<file path="src/rtl/emg_beacon_pkg.sv">
// Shared widths, RX state encoding and helpers for the emergency beacon receiver.
package emg_beacon_pkg;

    localparam int LANE_W     = 3;
    localparam int HOLD_W     = 4;
    localparam int FRAME_BITS = 9;
    localparam int LEFT_W     = 7;
    localparam int LANES      = 1 << LANE_W;

    typedef enum logic [1:0] {
        IDLE,
        LANE,
        HOLD,
        PARITY
    } rx_state_t;

    function automatic logic [LEFT_W-1:0] hold_cycles(input logic [HOLD_W-1:0] hold,
                                                      input int scale);
        return LEFT_W'(hold) * LEFT_W'(scale);
    endfunction

    function automatic logic [LANES-1:0] lane_onehot(input logic [LANE_W-1:0] lane);
        return LANES'(1) << lane;
    endfunction

endpackage

</file>
<file path="src/rtl/emg_beacon_rx_if.sv">
// Beacon bit stream in, emergency request out; master = radio front end side, slave = receiver.
interface emg_beacon_rx_if;

    logic                             bitValid;
    logic                             bitData;
    logic                             emgSignal;
    logic [emg_beacon_pkg::LANES-1:0] emgLane;
    logic [emg_beacon_pkg::LEFT_W-1:0] holdLeft;
    logic                             frameErr;
    logic                             dropped;

    modport master (
        output bitValid, bitData,
        input  emgSignal, emgLane, holdLeft, frameErr, dropped
    );

    modport slave (
        input  bitValid, bitData,
        output emgSignal, emgLane, holdLeft, frameErr, dropped
    );

endinterface

</file>
<file path="src/rtl/emg_frame_deserializer.sv">
// Serial beacon frame receiver: start bit, lane, hold, even parity, with inter-bit timeout.
//
// state  | meaning
// IDLE   | waiting for a start bit (bitData=1); zero bits are ignored
// LANE   | collecting the 3 lane bits
// HOLD   | collecting the 4 hold bits
// PARITY | waiting for the parity bit; frame_valid is combinational on its accept cycle
module emg_frame_deserializer
    import emg_beacon_pkg::*;
#(
    parameter int BIT_TIMEOUT = 8
) (
    input  logic              clk,
    input  logic              rst,
    input  logic              bit_valid,
    input  logic              bit_data,
    output logic              frame_valid,
    output logic [LANE_W-1:0] lane,
    output logic [HOLD_W-1:0] hold,
    output logic              frame_err
);

    localparam int SR_W  = FRAME_BITS - 2;
    localparam int GAP_W = (BIT_TIMEOUT > 1) ? $clog2(BIT_TIMEOUT) : 1;
    localparam logic [GAP_W-1:0] GAP_LOAD = GAP_W'(BIT_TIMEOUT - 1);

    if (BIT_TIMEOUT < 1) begin : g_bad_timeout
        $error("BIT_TIMEOUT must be at least 1");
    end

    rx_state_t         state, state_nxt;
    logic [1:0]        cnt, cnt_nxt;
    logic [SR_W-1:0]   sr, sr_nxt;
    logic [GAP_W-1:0]  gap, gap_nxt;
    logic              err_nxt;

    always_ff @(posedge clk or negedge rst) begin
        if (!rst) begin
            state     <= IDLE;
            cnt       <= '0;
            sr        <= '0;
            gap       <= '0;
            frame_err <= 1'b0;
        end else begin
            state     <= state_nxt;
            cnt       <= cnt_nxt;
            sr        <= sr_nxt;
            gap       <= gap_nxt;
            frame_err <= err_nxt;
        end
    end

    // Gap is a down-counter reloaded on every accepted bit; expiring at zero
    // means BIT_TIMEOUT idle cycles have elapsed since the last bit.
    always_comb begin
        state_nxt   = state;
        cnt_nxt     = cnt;
        sr_nxt      = sr;
        gap_nxt     = gap;
        err_nxt     = 1'b0;
        frame_valid = 1'b0;
        case (state)
            IDLE: begin
                if (bit_valid && bit_data) begin
                    state_nxt = LANE;
                    cnt_nxt   = '0;
                    gap_nxt   = GAP_LOAD;
                end
            end
            default: begin
                if (bit_valid) begin
                    gap_nxt = GAP_LOAD;
                    cnt_nxt = cnt + 2'd1;
                    if (state == PARITY) begin
                        state_nxt = IDLE;
                        if (^{sr, bit_data}) err_nxt = 1'b1;
                        else                 frame_valid = 1'b1;
                    end else begin
                        sr_nxt = {sr[SR_W-2:0], bit_data};
                        if (state == LANE && cnt == 2'd2) begin
                            state_nxt = HOLD;
                            cnt_nxt   = '0;
                        end
                        if (state == HOLD && cnt == 2'd3) begin
                            state_nxt = PARITY;
                            cnt_nxt   = '0;
                        end
                    end
                end else if (gap == '0) begin
                    state_nxt = IDLE;
                    err_nxt   = 1'b1;
                end else begin
                    gap_nxt = gap - GAP_W'(1);
                end
            end
        endcase
    end

    assign lane = sr[SR_W-1 -: LANE_W];
    assign hold = sr[HOLD_W-1:0];

endmodule

</file>
<file path="src/rtl/emg_beacon_rx.sv">
// Emergency beacon receiver: turns validated frames into a timed one-hot lane request.
// Define EMG_QUEUE_EN to hold one different-lane request pending until the active one ends.
module emg_beacon_rx
    import emg_beacon_pkg::*;
#(
    parameter int HOLD_SCALE  = 4,
    parameter int BIT_TIMEOUT = 8
) (
    input  logic          clk,
    input  logic          rst,
    emg_beacon_rx_if.slave bus
);

    if (HOLD_SCALE < 1 || HOLD_SCALE * 15 > 127) begin : g_bad_hold_scale
        $error("HOLD_SCALE must be in 1..8 so hold*HOLD_SCALE fits in holdLeft");
    end

    logic              frame_valid;
    logic [LANE_W-1:0] f_lane;
    logic [HOLD_W-1:0] f_hold;
    logic              frame_err;

    emg_frame_deserializer #(
        .BIT_TIMEOUT(BIT_TIMEOUT)
    ) u_deser (
        .clk        (clk),
        .rst        (rst),
        .bit_valid  (bus.bitValid),
        .bit_data   (bus.bitData),
        .frame_valid(frame_valid),
        .lane       (f_lane),
        .hold       (f_hold),
        .frame_err  (frame_err)
    );

    logic              active, active_nxt;
    logic [LANES-1:0]  lane_oh, lane_nxt;
    logic [LEFT_W-1:0] left, left_nxt;
    logic              drop, drop_nxt;
    logic              live, expiring, load, release_req;
    logic [LANE_W-1:0] load_lane;
    logic [HOLD_W-1:0] load_hold;

`ifdef EMG_QUEUE_EN
    logic              pend_valid, pend_valid_nxt;
    logic [LANE_W-1:0] pend_lane, pend_lane_nxt;
    logic [HOLD_W-1:0] pend_hold, pend_hold_nxt;

    always_ff @(posedge clk or negedge rst) begin
        if (!rst) begin
            pend_valid <= 1'b0;
            pend_lane  <= '0;
            pend_hold  <= '0;
        end else begin
            pend_valid <= pend_valid_nxt;
            pend_lane  <= pend_lane_nxt;
            pend_hold  <= pend_hold_nxt;
        end
    end
`endif

    always_ff @(posedge clk or negedge rst) begin
        if (!rst) begin
            active  <= 1'b0;
            lane_oh <= '0;
            left    <= '0;
            drop    <= 1'b0;
        end else begin
            active  <= active_nxt;
            lane_oh <= lane_nxt;
            left    <= left_nxt;
            drop    <= drop_nxt;
        end
    end

    // A request on its last cycle counts as already finished, so any frame
    // arriving then is handled as if the receiver were inactive.
    always_comb begin
        expiring    = active && (left == LEFT_W'(1));
        live        = active && !expiring;
        load        = 1'b0;
        load_lane   = f_lane;
        load_hold   = f_hold;
        release_req = expiring;
        drop_nxt    = 1'b0;
`ifdef EMG_QUEUE_EN
        pend_valid_nxt = pend_valid;
        pend_lane_nxt  = pend_lane;
        pend_hold_nxt  = pend_hold;
`endif
        if (frame_valid) begin
            if (live && lane_onehot(f_lane) == lane_oh) begin
                if (f_hold != '0) load = 1'b1;
                else              release_req = 1'b1;
            end else if (live) begin
`ifdef EMG_QUEUE_EN
                if (f_hold == '0 || pend_valid) drop_nxt = 1'b1;
                if (f_hold != '0) begin
                    pend_valid_nxt = 1'b1;
                    pend_lane_nxt  = f_lane;
                    pend_hold_nxt  = f_hold;
                end
`else
                drop_nxt = 1'b1;
`endif
            end else if (f_hold != '0) begin
                load = 1'b1;
            end
        end
`ifdef EMG_QUEUE_EN
        if (!load && release_req && pend_valid) begin
            load           = 1'b1;
            load_lane      = pend_lane;
            load_hold      = pend_hold;
            pend_valid_nxt = 1'b0;
        end
`endif

        active_nxt = active;
        lane_nxt   = lane_oh;
        left_nxt   = left;
        if (load) begin
            active_nxt = 1'b1;
            lane_nxt   = lane_onehot(load_lane);
            left_nxt   = hold_cycles(load_hold, HOLD_SCALE);
        end else if (release_req) begin
            active_nxt = 1'b0;
            lane_nxt   = '0;
            left_nxt   = '0;
        end else if (active) begin
            left_nxt = left - LEFT_W'(1);
        end
    end

    assign bus.emgSignal = active;
    assign bus.emgLane   = lane_oh;
    assign bus.holdLeft  = left;
    assign bus.frameErr  = frame_err;
    assign bus.dropped   = drop;

endmodule

</file>
<file path="src/flat_wrapper.sv">
// flat-port wrapper written by rule: the top's interface ports become plain ports
module emg_beacon_rx_flat import emg_beacon_pkg::*;
#(
    parameter int HOLD_SCALE  = 4,
    parameter int BIT_TIMEOUT = 8
)
  (clk, rst, bus_bitValid, bus_bitData, bus_emgSignal, bus_emgLane, bus_holdLeft, bus_frameErr, bus_dropped);
  emg_beacon_rx_if bus_i ();
  input  logic clk;
  input  logic rst;
  input wire logic [$bits(bus_i.bitValid)-1:0] bus_bitValid;
  input wire logic [$bits(bus_i.bitData)-1:0] bus_bitData;
  output wire logic [$bits(bus_i.emgSignal)-1:0] bus_emgSignal;
  output wire logic [$bits(bus_i.emgLane)-1:0] bus_emgLane;
  output wire logic [$bits(bus_i.holdLeft)-1:0] bus_holdLeft;
  output wire logic [$bits(bus_i.frameErr)-1:0] bus_frameErr;
  output wire logic [$bits(bus_i.dropped)-1:0] bus_dropped;
  assign bus_i.bitValid = bus_bitValid;
  assign bus_i.bitData = bus_bitData;
  assign bus_emgSignal = bus_i.emgSignal;
  assign bus_emgLane = bus_i.emgLane;
  assign bus_holdLeft = bus_i.holdLeft;
  assign bus_frameErr = bus_i.frameErr;
  assign bus_dropped = bus_i.dropped;
  emg_beacon_rx #(.HOLD_SCALE(HOLD_SCALE), .BIT_TIMEOUT(BIT_TIMEOUT)) u_core (.clk(clk), .rst(rst), .bus(bus_i));
endmodule
</file>
<file path="config.mk">
export PLATFORM = sky130hd
export DESIGN_NAME = emg_beacon_rx_flat
export DESIGN_NICKNAME = d
export VERILOG_FILES = /design/src/rtl/emg_beacon_pkg.sv /design/src/rtl/emg_beacon_rx_if.sv /design/src/rtl/emg_frame_deserializer.sv /design/src/rtl/emg_beacon_rx.sv /design/src/flat_wrapper.sv
export SDC_FILE = /design/constraint.sdc
export NUM_CORES = 1
export LEC_CHECK = 0
export ABC_CLOCK_PERIOD_IN_PS = 3400
export CORE_ASPECT_RATIO = 0.7
export CORE_UTILIZATION = 45
export CTS_CLUSTER_SIZE = 20
export DETAILED_ROUTE_END_ITERATION = 6
export HOLD_SLACK_MARGIN = 0.08
export PLACE_DENSITY_LB_ADDON = 0.25
export SYNTH_ARGS = -nofsm -noshare
export SYNTH_HDL_FRONTEND = slang
export SYNTH_SLANG_ARGS = --single-unit
</file>
<file path="constraint.sdc">
create_clock -name clk -period 3.4 [get_ports clk]
set_input_delay 0.51 -clock clk [delete_from_list [all_inputs] [get_ports clk]]
set_output_delay 0.51 -clock clk [all_outputs]
set_load 0.02 [all_outputs]
</file>
Yosys cells after proc, flatten, opt, wreduce, memory -nomap -nowiden:

Cells that the tools add are included.

* input port bits: 4
* output and inout bits: 18
* register bits after elaboration: 32

* reductions and logical operators: 19
* equal/unequal tests: 10
* bitwise logic cells: 2
* mux-type cells: 43
* $add $sub $neg: 3
* shifts and indexed selects: 1

Operators with widths (count)
* $mux W2: 13
* $mux W1: 21
* $mux W7: 3
* $mux W8: 2
* $mux W3: 4
* $eq A2 B2 Y1 const B: 4
* $eq A8 B8 Y1: 1
* $reduce_xor A8 Y1: 1
* $shl A1 B3 Y8 const A: 1
* $eq A7 B1 Y1 const B: 1
* $sub A7 B1 Y7 const B: 1
* $logic_and A1 B1 Y1: 6
* $reduce_and A3 Y1: 2
* $reduce_bool A3 Y1: 2
* $ne A5 B1 Y1 const B: 1
* $reduce_and A2 Y1: 2
* $reduce_bool A2 Y1: 2
* $reduce_bool A4 Y1: 1
* $logic_not A3 Y1: 1
* $ne A3 B2 Y1 const B: 1
* $sub A3 B1 Y3 const B: 1
* $add A2 B1 Y2 const B: 1
* $eq A2 B1 Y1 const B: 1
* $logic_not A2 Y1: 1
* 3 further kinds: 4

Logic depth before layout (Yosys ltp):

* depth in word-level cells: 9
* mapped depth: 8
* depth with buffers taken out: 8

Cells and area by module:

A second synthesis with hierarchy kept.

* cell total of the unflattened synthesis: 186
* area total of the unflattened synthesis: 1894.3 µm²

By module, submodules not included
* emg_beacon_rx: sequential area each 425.4 µm², area each 1031.0 µm², cells an instance 108, times used 1
* emg_frame_deserializer: sequential area each 375.4 µm², area each 863.3 µm², cells an instance 78, times used 1

Worst setup path before layout:

No wires, ideal clock.

* kind: register to register
* start point: reg u_core.lane_oh[7] (netlist: u_core.bus.emgLane[7])
* end point: reg u_core.left[3] (netlist: u_core.bus.holdLeft[3])
* library setup time: 0.126 ns
* path buffers: 0
* path slack: 1.085 ns
* arrival time: 2.189 ns
* cell stages (with the launch flop): 7
* cell sequence: dfrtp_1 -> or4b_1 -> a21boi_2 -> o21ai_2 -> nor4_4 -> o32ai_1 -> a221o_1

* word-level cells in the longest chain between the ends: 6
* elaborated cells on any way between the ends: 9
* classes of those cells: eq/ne (1); mux (6); reduce/logical (2)

RTL lines
* start: declaration: line emg_beacon_rx.sv:37 `logic [LANES-1:0] lane_oh, lane_nxt;`
* start signal: assignment: line emg_beacon_rx.sv:70 `lane_oh <= lane_nxt;`
* $eq A8 B8 Y1 (*): line emg_beacon_rx.sv:92 `if (live && lane_onehot(f_lane) == lane_oh) begin`
* $logic_and A1 B1 Y1 (*): line emg_beacon_rx.sv:92
* $mux W1: line emg_beacon_rx.sv:92
* $mux W1: line emg_beacon_rx.sv:91 `if (frame_valid) begin`
* $mux W7: line emg_beacon_rx.sv:126 `end else if (release_req) begin`
* $mux W7: line emg_beacon_rx.sv:122 `if (load) begin`
* end signal: assignment: line emg_beacon_rx.sv:71 `left <= left_nxt;`
* end: declaration: line emg_beacon_rx.sv:38 `logic [LEFT_W-1:0] left, left_nxt;`

Mark *: on every way between the ends. The rest lies on a longest branch, timed or not.
A chain may end at the register's enable or synchronous reset.

Final worst setup path:

* start point: reg u_core.u_deser.sr[6]
* end point: reg u_core.lane_oh[6] (netlist: u_core.bus.emgLane[6])

* word-level cells in the longest chain between the ends: 7
* elaborated cells on any way between the ends: 14
* classes of those cells: eq/ne (1); shift (1); mux (9); reduce/logical (3)

RTL lines
* start: declaration: line emg_frame_deserializer.sv:33 `logic [SR_W-1:0] sr, sr_nxt;`
* start signal: assignment: line emg_frame_deserializer.sv:47 `sr <= sr_nxt;`
* $reduce_xor A8 Y1: line emg_frame_deserializer.sv:76 `if (^{sr, bit_data}) err_nxt = 1'b1;`
* $mux W1: line emg_frame_deserializer.sv:76
* $mux W1: line emg_frame_deserializer.sv:74 `if (state == PARITY) begin`
* $mux W1: line emg_frame_deserializer.sv:71 `if (bit_valid) begin`
* $mux W1: line emg_frame_deserializer.sv:62 `case (state)`
* $mux W1: line emg_beacon_rx.sv:91
* $mux W8 or $reduce_bool A2 Y1 (tied branches)

Several ways; a longest one is shown, not always the timed one.

==> metrics.txt <==
number of CTS-inserted buffers=5; drc violations=0; setup_tns=0 ns; crit path buf inv count=0; vias=1,554; crit path launch type=flip-flop; Netlist Area Pre-Place=0.00192 mm2; Max Fanout on Critical Path=15; Crit. path cell count=6; max incr delay on CP=0.61 ns; crit path capture type=flip-flop; First DRT Iteration DRCs=185; antenna-violating nets left=0; Top delay family on crit path=simple AND/OR/NAND/NOR gates; gr ovfl total=0; crit path DAT=2.85 ns; # rows=19; Static Leakage=0.000916 uW; ys flop type=dfrtp_1; core area=0.00399 mm2; Critical Path RT=3.57 ns; Post CTS Setup Buffer Count=0; # IOs=22; Final Setup Violations=0; Avg Cell Area, Syn=10.4 um2; gp weighted congestion=0.834; register area share after synthesis=0.418; Power per Cell Area=976 mW/mm2; run status=complete, no violations; Achievable Freq=0.374 GHz; Initial Utilization=0.480; DR pass1 iterations=4; Die ar.=0.00453 mm2; critical path class=reg2reg; fillers=329; P&R area growth vs syn=18.5%; Final Cycle Share=0.786; Clock transition at path regs=0.08 ns; slowest stage cell, crit path=nor4_4; Post-synth EDFFs=0; Unique masters post-synth=51; vias in the first global route=1,515; worst path cell trace=or4b_1, a21boi_2, o21ai_2, nor4_4, o22ai_4, a32o_1; highest-count cells in the layout ignoring fill and taps=32 x dfrtp_1, 21 x clkdlybuf4s50_1, 12 x inv_1, 12 x nor2_1; layout cells sized above 1=0.130; detailed-route wire length per cell=16.6 um; CTS tree=done; area of the multi-input gates=0.00104 mm2; leading cell type in the layout, fill and taps excluded=dfrtp_1; Layout Utilization=0.569; cts hold-fix bufs=0; Hold Crit Class=reg2reg; Worst-Margin Slew=0.688 ns; I/O Buffers=21; Reg-to-Reg Start=u_core.u_deser.sr[6]; drt via density=5.98; Clock Tree Buf Depth=2; ys async rst share=1.00; Synth Warn #=0; post-DP HPWL=3.18 mm; register area=801 um2; root buffer cell=clkbuf_8; GR Util All Layers=0.215; largest net degree at the start of global routing=33; Tmin final=2.67 ns; CP startpoint=u_core.u_deser.sr[6]; initial antenna violation count=0; clock latency on the worst-skew pair=0.29 ns; Max transition margin=0.538; Hold Startpoint=u_core.u_deser.gap[0]; RSZ-0062 raised after global routing=false; routed wire length=4.31 mm; Synth Instances=184; Post-Syn Nets=198; antenna cells=0; CTS H-tree lvls=2; R2R depth=6; Worst Setup Slack, final=0.726 ns; Peak VDD IR=0.000471 V; Die H=56.6 um; Max-cap violations=0; final net count=221; clock sinks=32; final hold violations=0; #FFs+latches synth=32; DIE WIDTH=80.0 um; first-pass GRT wire length=7.40 mm; WHS Path Cells=1; skew final=0.0107 ns; max-slew violations=0; Setup WS pre-CTS=0.548 ns; PostCTS Resize Cnt=0
==> sequential cells by signal (all words and copies together), names as in the netlist <==
register	cells
u_core.bus.dropped	1
u_core.u_deser.gap	3
u_core.bus.emgLane	8
u_core.bus.holdLeft	7
u_core.u_deser.frame_err	1
u_core.bus.emgSignal	1
u_core.u_deser.sr	7
u_core.u_deser.cnt	2
u_core.u_deser.state	2
==> stage by stage <==
step	area (um2)	power [uW]	hold WS, ns	cells
4_1_cts	2270	2210	0.504	260
2_1_floorplan	1920	1570	0.214	184
5_1_grt	2270	2390	0.542	260
3_3_place_gp	2180	1840	0.452	252
6_report	2270	2220	0.496	260
3_5_place_dp	2180	1900	0.495	252
==> worst reg2reg max path: stages, from the launching register on <==
cell and delay, ns:
dfrtp_1 0.56, or4b_1 0.59, a21boi_2 0.20, o21ai_2 0.10
nor4_4 0.61, o22ai_4 0.24, a32o_1 0.28
==> worst paths after layout <==
path,end,slack (ns)
min in group asynchronous,u_core.bus.emgLane[6],0.62
min,u_core.u_deser.gap[0],0.50
max,u_core.bus.emgLane[6],0.73
max reg2reg,u_core.bus.emgLane[6],0.73
min reg2reg,u_core.u_deser.gap[0],0.50
max in group asynchronous,u_core.bus.emgLane[3],2.47
==> area by class of cell <==
class	instances	area share
multi-input combinational	133	0.459
sequential	32	0.352
timing repair buffer	23	0.0991
clock buffer	7	0.0380
tap	52	0.0286
inverter	12	0.0198
clock inverter	1	0.00330
==> power breakdown <==
| part | leakage (uW) | switching (uW) | internal (uW) |
|---|---|---|---|
| Clock | 0.0000445 | 150 | 165 |
| Combinational | 0.000467 | 630 | 526 |
| Sequential | 0.000404 | 230 | 517 |
| Total | 0.000916 | 1010 | 1210 |
==> cell families after synthesis <==
logic type	after synthesis	share of synthesized area
xor+xnor	9	0.0411
fa+ha+maj	10	0.0653
flops	32	0.418
mux	7	0.0411
buf+inv	19	0.0385
simple gates	55	0.173
compound gates	52	0.223
==> cell usage after synthesis (all sizes together), types with 3 or more instances <==
| master | number | share of area |
|---|---|---|
| o22ai | 3 | 0.017 |
| o21ai | 10 | 0.028 |
| o2bb2ai | 6 | 0.027 |
| ha | 10 | 0.065 |
| dfrtp | 32 | 0.42 |
| inv | 12 | 0.023 |
| xnor2 | 8 | 0.037 |
| mux2 | 7 | 0.041 |
| a32o | 4 | 0.021 |
| nor3 | 6 | 0.021 |
| a21oi | 6 | 0.016 |
| a221o | 4 | 0.021 |
| nor2 | 13 | 0.027 |
| nand3b | 3 | 0.012 |
| nand2 | 10 | 0.020 |
| nor2b | 6 | 0.020 |
| clkbuf | 5 | 0.0098 |
| nand3 | 3 | 0.0078 |
==> layer usage <==
metal / share of wire / wire length, um / global-route usage / vias to the layer above
li1: - / - / - / 735
met1: 0.47 / 2050 / 0.297 / 761
met2: 0.45 / 1960 / 0.320 / 47
met3: 0.052 / 224 / 0.0537 / 11
met4: 0.018 / 78 / 0.0893 / 0
met5: 0 / 0 / 0 / -
(Power assumes the default switching activity.)
